<file path="src/rtl/serial_subtractor.sv">
// serial_subtractor: bit-serial a - b - bin, LSB first, one full-subtractor cell + registered borrow.
// Latency: start accepted at edge E0 -> busy after E0..E0+WIDTH, done pulse the cycle after E0+WIDTH.
// Backpressure: start is sampled only in IDLE; requests while SHIFT/DONE are dropped, not queued.
//
// Ports:
//   clk, rst_n      clock, asynchronous active-low reset
//   start           operation request (IDLE only)
//   a, b, bin       minuend, subtrahend, borrow-in; captured on the accepted start edge
//   busy            high while bits are being shifted
//   done            one-cycle pulse; diff/bout are final
//   diff, bout      registered difference and borrow-out
module serial_subtractor #(
   parameter int WIDTH = 8
) (
   input  logic             clk,
   input  logic             rst_n,
   input  logic             start,
   input  logic [WIDTH-1:0] a,
   input  logic [WIDTH-1:0] b,
   input  logic             bin,
   output logic             busy,
   output logic             done,
   output logic [WIDTH-1:0] diff,
   output logic             bout
);

   localparam int             CW   = $clog2(WIDTH + 1);
   localparam logic [CW-1:0]  LAST = CW'(WIDTH - 1);

   typedef enum logic [1:0] {
      IDLE  = 2'd0,
      SHIFT = 2'd1,
      DONE  = 2'd2
   } state_t;

   state_t           state;
   state_t           state_nxt;
   logic [WIDTH-1:0] op_a;
   logic [WIDTH-1:0] op_b;
   logic             br;
   logic [CW-1:0]    cnt;
   logic             d;
   logic             nb;

   // Full-subtractor cell on the current LSBs.
   assign d  = op_a[0] ^ op_b[0] ^ br;
   assign nb = (~op_a[0] & op_b[0]) | (~(op_a[0] ^ op_b[0]) & br);

   always_ff @(posedge clk or negedge rst_n) begin
      if (!rst_n) begin
         state <= IDLE;
      end else begin
         state <= state_nxt;
      end
   end

   // busy/done are pure state decodes, so no input ever reaches an output combinationally.
   always_comb begin
      state_nxt = state;
      busy      = 1'b0;
      done      = 1'b0;
      case (state)
         IDLE: begin
            if (start) begin
               state_nxt = SHIFT;
            end
         end
         SHIFT: begin
            busy = 1'b1;
            if (cnt == LAST) begin
               state_nxt = DONE;
            end
         end
         DONE: begin
            done      = 1'b1;
            state_nxt = IDLE;
         end
         default: begin
            state_nxt = IDLE;
         end
      endcase
   end

   always_ff @(posedge clk or negedge rst_n) begin
      if (!rst_n) begin
         op_a <= '0;
         op_b <= '0;
         br   <= 1'b0;
         cnt  <= '0;
         diff <= '0;
         bout <= 1'b0;
      end else begin
         case (state)
            IDLE: begin
               // diff/bout are left alone here so the previous result stays visible.
               if (start) begin
                  op_a <= a;
                  op_b <= b;
                  br   <= bin;
                  cnt  <= '0;
               end
            end
            SHIFT: begin
               diff <= {d, diff[WIDTH-1:1]};
               op_a <= {1'b0, op_a[WIDTH-1:1]};
               op_b <= {1'b0, op_b[WIDTH-1:1]};
               br   <= nb;
               cnt  <= cnt + 1'b1;
               if (cnt == LAST) begin
                  bout <= nb;
               end
            end
            default: begin
            end
         endcase
      end
   end

endmodule

</file>
<file path="config.mk">
export PLATFORM = sky130hd
export DESIGN_NAME = serial_subtractor
export DESIGN_NICKNAME = d
export VERILOG_FILES = /design/src/rtl/serial_subtractor.sv
export SDC_FILE = /design/constraint.sdc
export NUM_CORES = 1
export LEC_CHECK = 0
export ABC_CLOCK_PERIOD_IN_PS = 1520
export CAP_MARGIN = 20
export CORE_AREA = 2 2 68 70
export CTS_CLUSTER_DIAMETER = 30
export DETAILED_ROUTE_END_ITERATION = 7
export DIE_AREA = 0 0 70 72
export GPL_TIMING_DRIVEN = 1
export PLACE_DENSITY = 0.57
export SLEW_MARGIN = 20
export SYNTH_ARGS = -nofsm -noshare
export SYNTH_HDL_FRONTEND = slang
export SYNTH_SLANG_ARGS = --single-unit
</file>
<file path="constraint.sdc">
create_clock -name clk -period 1.52 [get_ports clk]
set_clock_uncertainty 0.05 [all_clocks]
set_input_delay 0.152 -clock clk [delete_from_list [all_inputs] [get_ports clk]]
set_output_delay 0.152 -clock clk [all_outputs]
set_load 0.05 [all_outputs]
</file>
After elaboration in Yosys (flattened, before gate mapping)
Cells that the tools add are included.
Widths: inputs -> output; s select.
- add/subtract/negate cells: 1
- bitwise operators: 7
- reductions and logical operators: 5
- equality and inequality tests: 5
- muxes and demuxes: 13
- operators with widths (cell ; number):
    $pmux 8 s2 ; 2
    $mux 8 ; 2
    $pmux 4 s2 ; 1
    $reduce_and 2->1 ; 3
    $add 4x1->4 const B ; 1
    $eq 4x3->1 const B ; 1
    $mux 2 ; 2
    $mux 4 ; 1
    $ne 2x2->1 const B ; 2
    $pmux 2 s2 ; 1
    $mux 1 ; 3
    $and 1x1->1 ; 2
    $eq 2x1->1 const B ; 1
    $eq 2x2->1 const B ; 1
    $logic_not 2->1 ; 1
    $not 1->1 ; 2
    $pmux 1 s2 ; 1
    $reduce_bool 2->1 ; 1
    $xor 1x1->1 ; 2
    $or 1x1->1 ; 1
- bits in registers: 32
- word-level logic and storage cells: 38

Logic depth before layout (Yosys ltp)
Gate-level depths: netlist (run 1).
- depth in word-level cells: 5
- mapped depth: 5
- gate-level depth less buffers: 4

Least setup slack after synthesis (run 1)
OpenSTA, ideal clock, no wires.
- kind: register to output
- start point: reg state[1]
- end point: out done
- arrival time: 1.394 ns
- path slack: -0.076 ns
- cell stages (with the launch flop): 4
- path buffers: 2
- cell sequence: dfrtp_1 buf_4 buf_2 nor2b_1
- longest elaborated chain between the ends: 2
- ends and longest elaborated chain (what ; line ; RTL):
    from (decl) ; 36 ; state_t state;
    from (signal assigned) ; 53 ; state <= state_nxt;
    $eq 2x2->1 ; 62 ; case (state)
    $mux 1 ; 62 ;
    to (decl) ; 22 ; output logic done,
Every way passes these cells.

Worst setup path in the final report (run 1)
- start point: reg state[1]
- end point: out busy
- longest elaborated chain between the ends: 2
- ends and longest elaborated chain (what ; line ; RTL):
    $eq 2x1->1 ; 62 ;
    $mux 1 ; 62 ;
    to (decl) ; 21 ; output logic busy,
Every way passes these cells.

==> results.tsv, run 1 <==
stage	metric	value	unit
clock_tree	Reg clk slew, reported paths	0.07	ns
drt	mean number of vias per cell	5.09	
logic_synthesis	number of synthesized register bits	32	
logic_synthesis	Post-Syn Nets	178	
pwr	combinational power share	0.496	
setup_path	Reg-to-Reg End	op_b[4]$_DFFE_PN0P_	
flow_run	max-cap viol count	0	
timing	Fin. Hold Viols	0	
pwr	Sw Pwr	1.87	mW
floorplan	Die X-Extent	70	um
clock_tree	Clock Sinks	32	
final_layout	antenna cells	0	
floorplan	Starting Density	0.363	
timing	Slew HR	0.719	
setup_path	Setup crit end kind	output pin	
global_route	largest net degree at the start of global routing	33	
pwr	Reg power frac	0.345	
drt	via count	1247	
drt	1st-pass router iterations	4	
timing	# setup viols final	0	
global_route	first-pass GRT wire length	5950	um
timing	Least-Margin Pin Slew	0.421	ns
setup_path	FF-to-FF path depth	4	
drt	residual DRC count	0	
drt	met2 WL post-DR	1560	um
logic_synthesis	Yosys cell types	29	
floorplan	DIE AREA	5040	um^2
pwr	clock network power share	0.159	
placed_design	routability cong.	0.765	
logic_synthesis	Syn Area/Cell	9.92	um^2
setup_path	CP arrival	1.25	ns
clock_tree	Inserted Clock Buffers	5	
clock_tree	Max Buffers Root-to-Sink	2	
final_layout	final non-filler cell area	2030	um^2
global_route	GRT overflow	0	
final_layout	P&R area growth vs syn	31.4	%
drt	Avg WL per Cell	13.8	um
drt	metal1 wirelength	1570	um
floorplan	Die Height	72	um
clock_tree	CTS tree	yes	
clock_tree	worst skew pair latency	0.28	ns
pwr	leakage power	0.934	nW
floorplan	Core Area	4260	um^2
drt	top sig layer	met4	
setup_path	Worst R2R Setup Slack	0.19	ns
pwr	Switching Fraction	0.434	
logic_synthesis	sequential area share after synthesis	0.517	
timing	Max Transition Viols Final	0	
clock_tree	root buffer cell	clkbuf_8	
final_layout	Final nets	214	
floorplan	FP Rows	24	
setup_path	worst-path fanout max	10	
final_layout	most common cell after layout, fill and taps aside	dfrtp_1	
logic_synthesis	Syn Inst Count	156	
pwr	Peak VDD IR	0.652	mV
pwr	PnR Total Power	4.30	mW
pwr	Pint	2.43	mW
drt	DRT iter0 DRCs	59	
placed_design	area of placed instances	1940	um^2
setup_path	CP Class	reg2out	
global_route	initial antenna violation count	0	
drt	total length of routed met3 wires	196	um
global_route	All-Layer GR Usage	0.149	
clock_tree	Post-CTS Hold Buffers	0	
timing	setup TNS	0	ns
final_layout	share of cells above drive strength 1	0.233	
pwr	Pwr per Cell Area	2110	nW/um^2
final_layout	most frequent cells in the layout	32 x dfrtp_1, 31 x nand2_1, 19 x clkdlybuf4s50_1, 16 x a21oi_1, 15 x buf_4	
placed_design	HPWL after detailed placement	2270	um
timing	RSZ-0062 raised after global routing	false	
timing	Tmin final	1.46	ns
logic_synthesis	Ys Warns	0	
setup_path	worst r2r src	state[1]$_DFFE_PN0P_	
drt	Antenna Nets Post-Route	0	
drt	final WL	3380	um
timing	Max Clock Freq	686	MHz
logic_synthesis	Syn Std Cell Area	1550	um^2
setup_path	Data required, critical path	1.32	ns
status	status	finished, final reports clean	
floorplan	num ports	31	
timing	crit share post-route	0.959	
setup_path	Setup crit start kind	flip-flop	
min_path	Hold Path Class	in2async	
placed_design	Buffers on Ports	30	
global_route	vias in the first global route	1247	
clock_tree	H-tree lvl count	2	
## cells in the mapped netlist
master / n / share of area
and2b_4: 1 / 0.0065
buf_4: 1 / 0.0049
buf_8: 1 / 0.0097
fa_1: 1 / 0.013
dfrtp_1: 32 / 0.52
a22o_1: 2 / 0.011
o21ai_0: 8 / 0.026
nand2b_2: 1 / 0.0057
buf_2: 5 / 0.016
nand2_1: 31 / 0.075
o311ai_0: 1 / 0.0057
nand3_1: 2 / 0.0065
o21ai_1: 10 / 0.032
buf_6: 1 / 0.0073
inv_1: 3 / 0.0073
and2b_2: 10 / 0.057
clkbuf_1: 1 / 0.0024
and3b_2: 2 / 0.013
ha_1: 1 / 0.0081
nor2_1: 2 / 0.0049
o21bai_1: 1 / 0.0049
nor3_2: 1 / 0.0065
a2bb2oi_1: 3 / 0.017
mux2i_1: 1 / 0.0065
mux2_2: 1 / 0.0073
nor2b_1: 4 / 0.016
inv_2: 1 / 0.0024
a21oi_1: 16 / 0.052
a22oi_1: 12 / 0.058
## power by group through the flow
| stage | Sequential [mW] | Clock (mW) | Combinational (mW) |
|---|---|---|---|
| floorplan | 1.83 | 0 | 1.09 |
| global placement | 1.48 | 0 | 2.09 |
| detailed placement | 1.50 | 0 | 2.15 |
| CTS | 1.49 | 0.702 | 2.16 |
| global route | 1.54 | 0.743 | 2.36 |
| finish | 1.49 | 0.683 | 2.13 |
## worst max path at each step
stage                              start                   to  slack [ns]  cells after the start
global placement                   start  op_b[5]$_DFFE_PN0P_        0.10                      5
CTS                 state[1]$_DFFE_PN0P_                 busy        0.04                      3
detailed placement                 start  op_b[4]$_DFFE_PN0P_        0.02                      5
floorplan           state[1]$_DFFE_PN0P_                 done        0.17                      3
finish              state[1]$_DFFE_PN0P_                 busy        0.06                      3
global route        state[1]$_DFFE_PN0P_                 busy       0.008                      3
## worst max-delay path, stage by stage, from the launching register on
cell      delay, ns
dfrtp_1        0.41
nand2b_2       0.28
inv_6          0.14
buf_12         0.14
## through the flow
| step | hold slack, ns | setup WS, ns | utilization | std cells |
|---|---|---|---|---|
| finish | 0.220 | 0.0630 | 0.477 | 245 |
| global route | 0.264 | 0.00786 | 0.477 | 245 |
| CTS | 0.236 | 0.0354 | 0.476 | 245 |
| detailed placement | 0.416 | 0.0213 | 0.454 | 237 |
| global placement | 0.412 | 0.103 | 0.454 | 237 |
| floorplan | -0.194 | 0.172 | - | 156 |
## registers in the layout (all words and copies together), names as in the netlist
signal / flops
cnt: 4
op_b: 8
state: 2
op_a: 8
br: 1
diff: 8
bout: 1
## area by class of cell
class,count,area (um^2)
Sequential cell,32,801
Fill cell,415,2230
Inverter,4,20.0
Timing Repair Buffer,38,383
Tap cell,52,65.1
Clock buffer,6,82.6
Multi-Input combinational cell,111,672
Clock inverter,2,10.0
## cell families after synthesis
| kind of cell | synth area share |
|---|---|
| muxes | 0.0137 |
| adders and majority gates | 0.0210 |
| buffers and inverters | 0.0501 |
| DFF | 0.517 |
| AOI/OAI and AO/OA | 0.207 |
| and+or+nand+nor | 0.191 |
## timing repair
action / CTS / global route
gates resized for setup: 1 / 1
setup endpoints to repair: 1 / 1
setup buffers: 0 / 0
endpoints found under the hold margin: 0 / 0
## metal layers
| layer | global-route usage | vias to the layer above |
|---|---|---|
| li1 | - | 614 |
| met1 | 0.188 | 593 |
| met2 | 0.248 | 34 |
| met3 | 0.0444 | 6 |
| met4 | 0.0449 | 0 |
| met5 | 0 | - |
No activity file was read; power rests on OpenSTA's default activity.
==> inputs of run 2 (changes only) <==
ABC_CLOCK_PERIOD_IN_PS = unset   (was 1520)
GPL_TIMING_DRIVEN = unset   (was 1)
==> results of run 2 <==
Same layout as run 1: the final DEF is identical, and so are final timing and power.
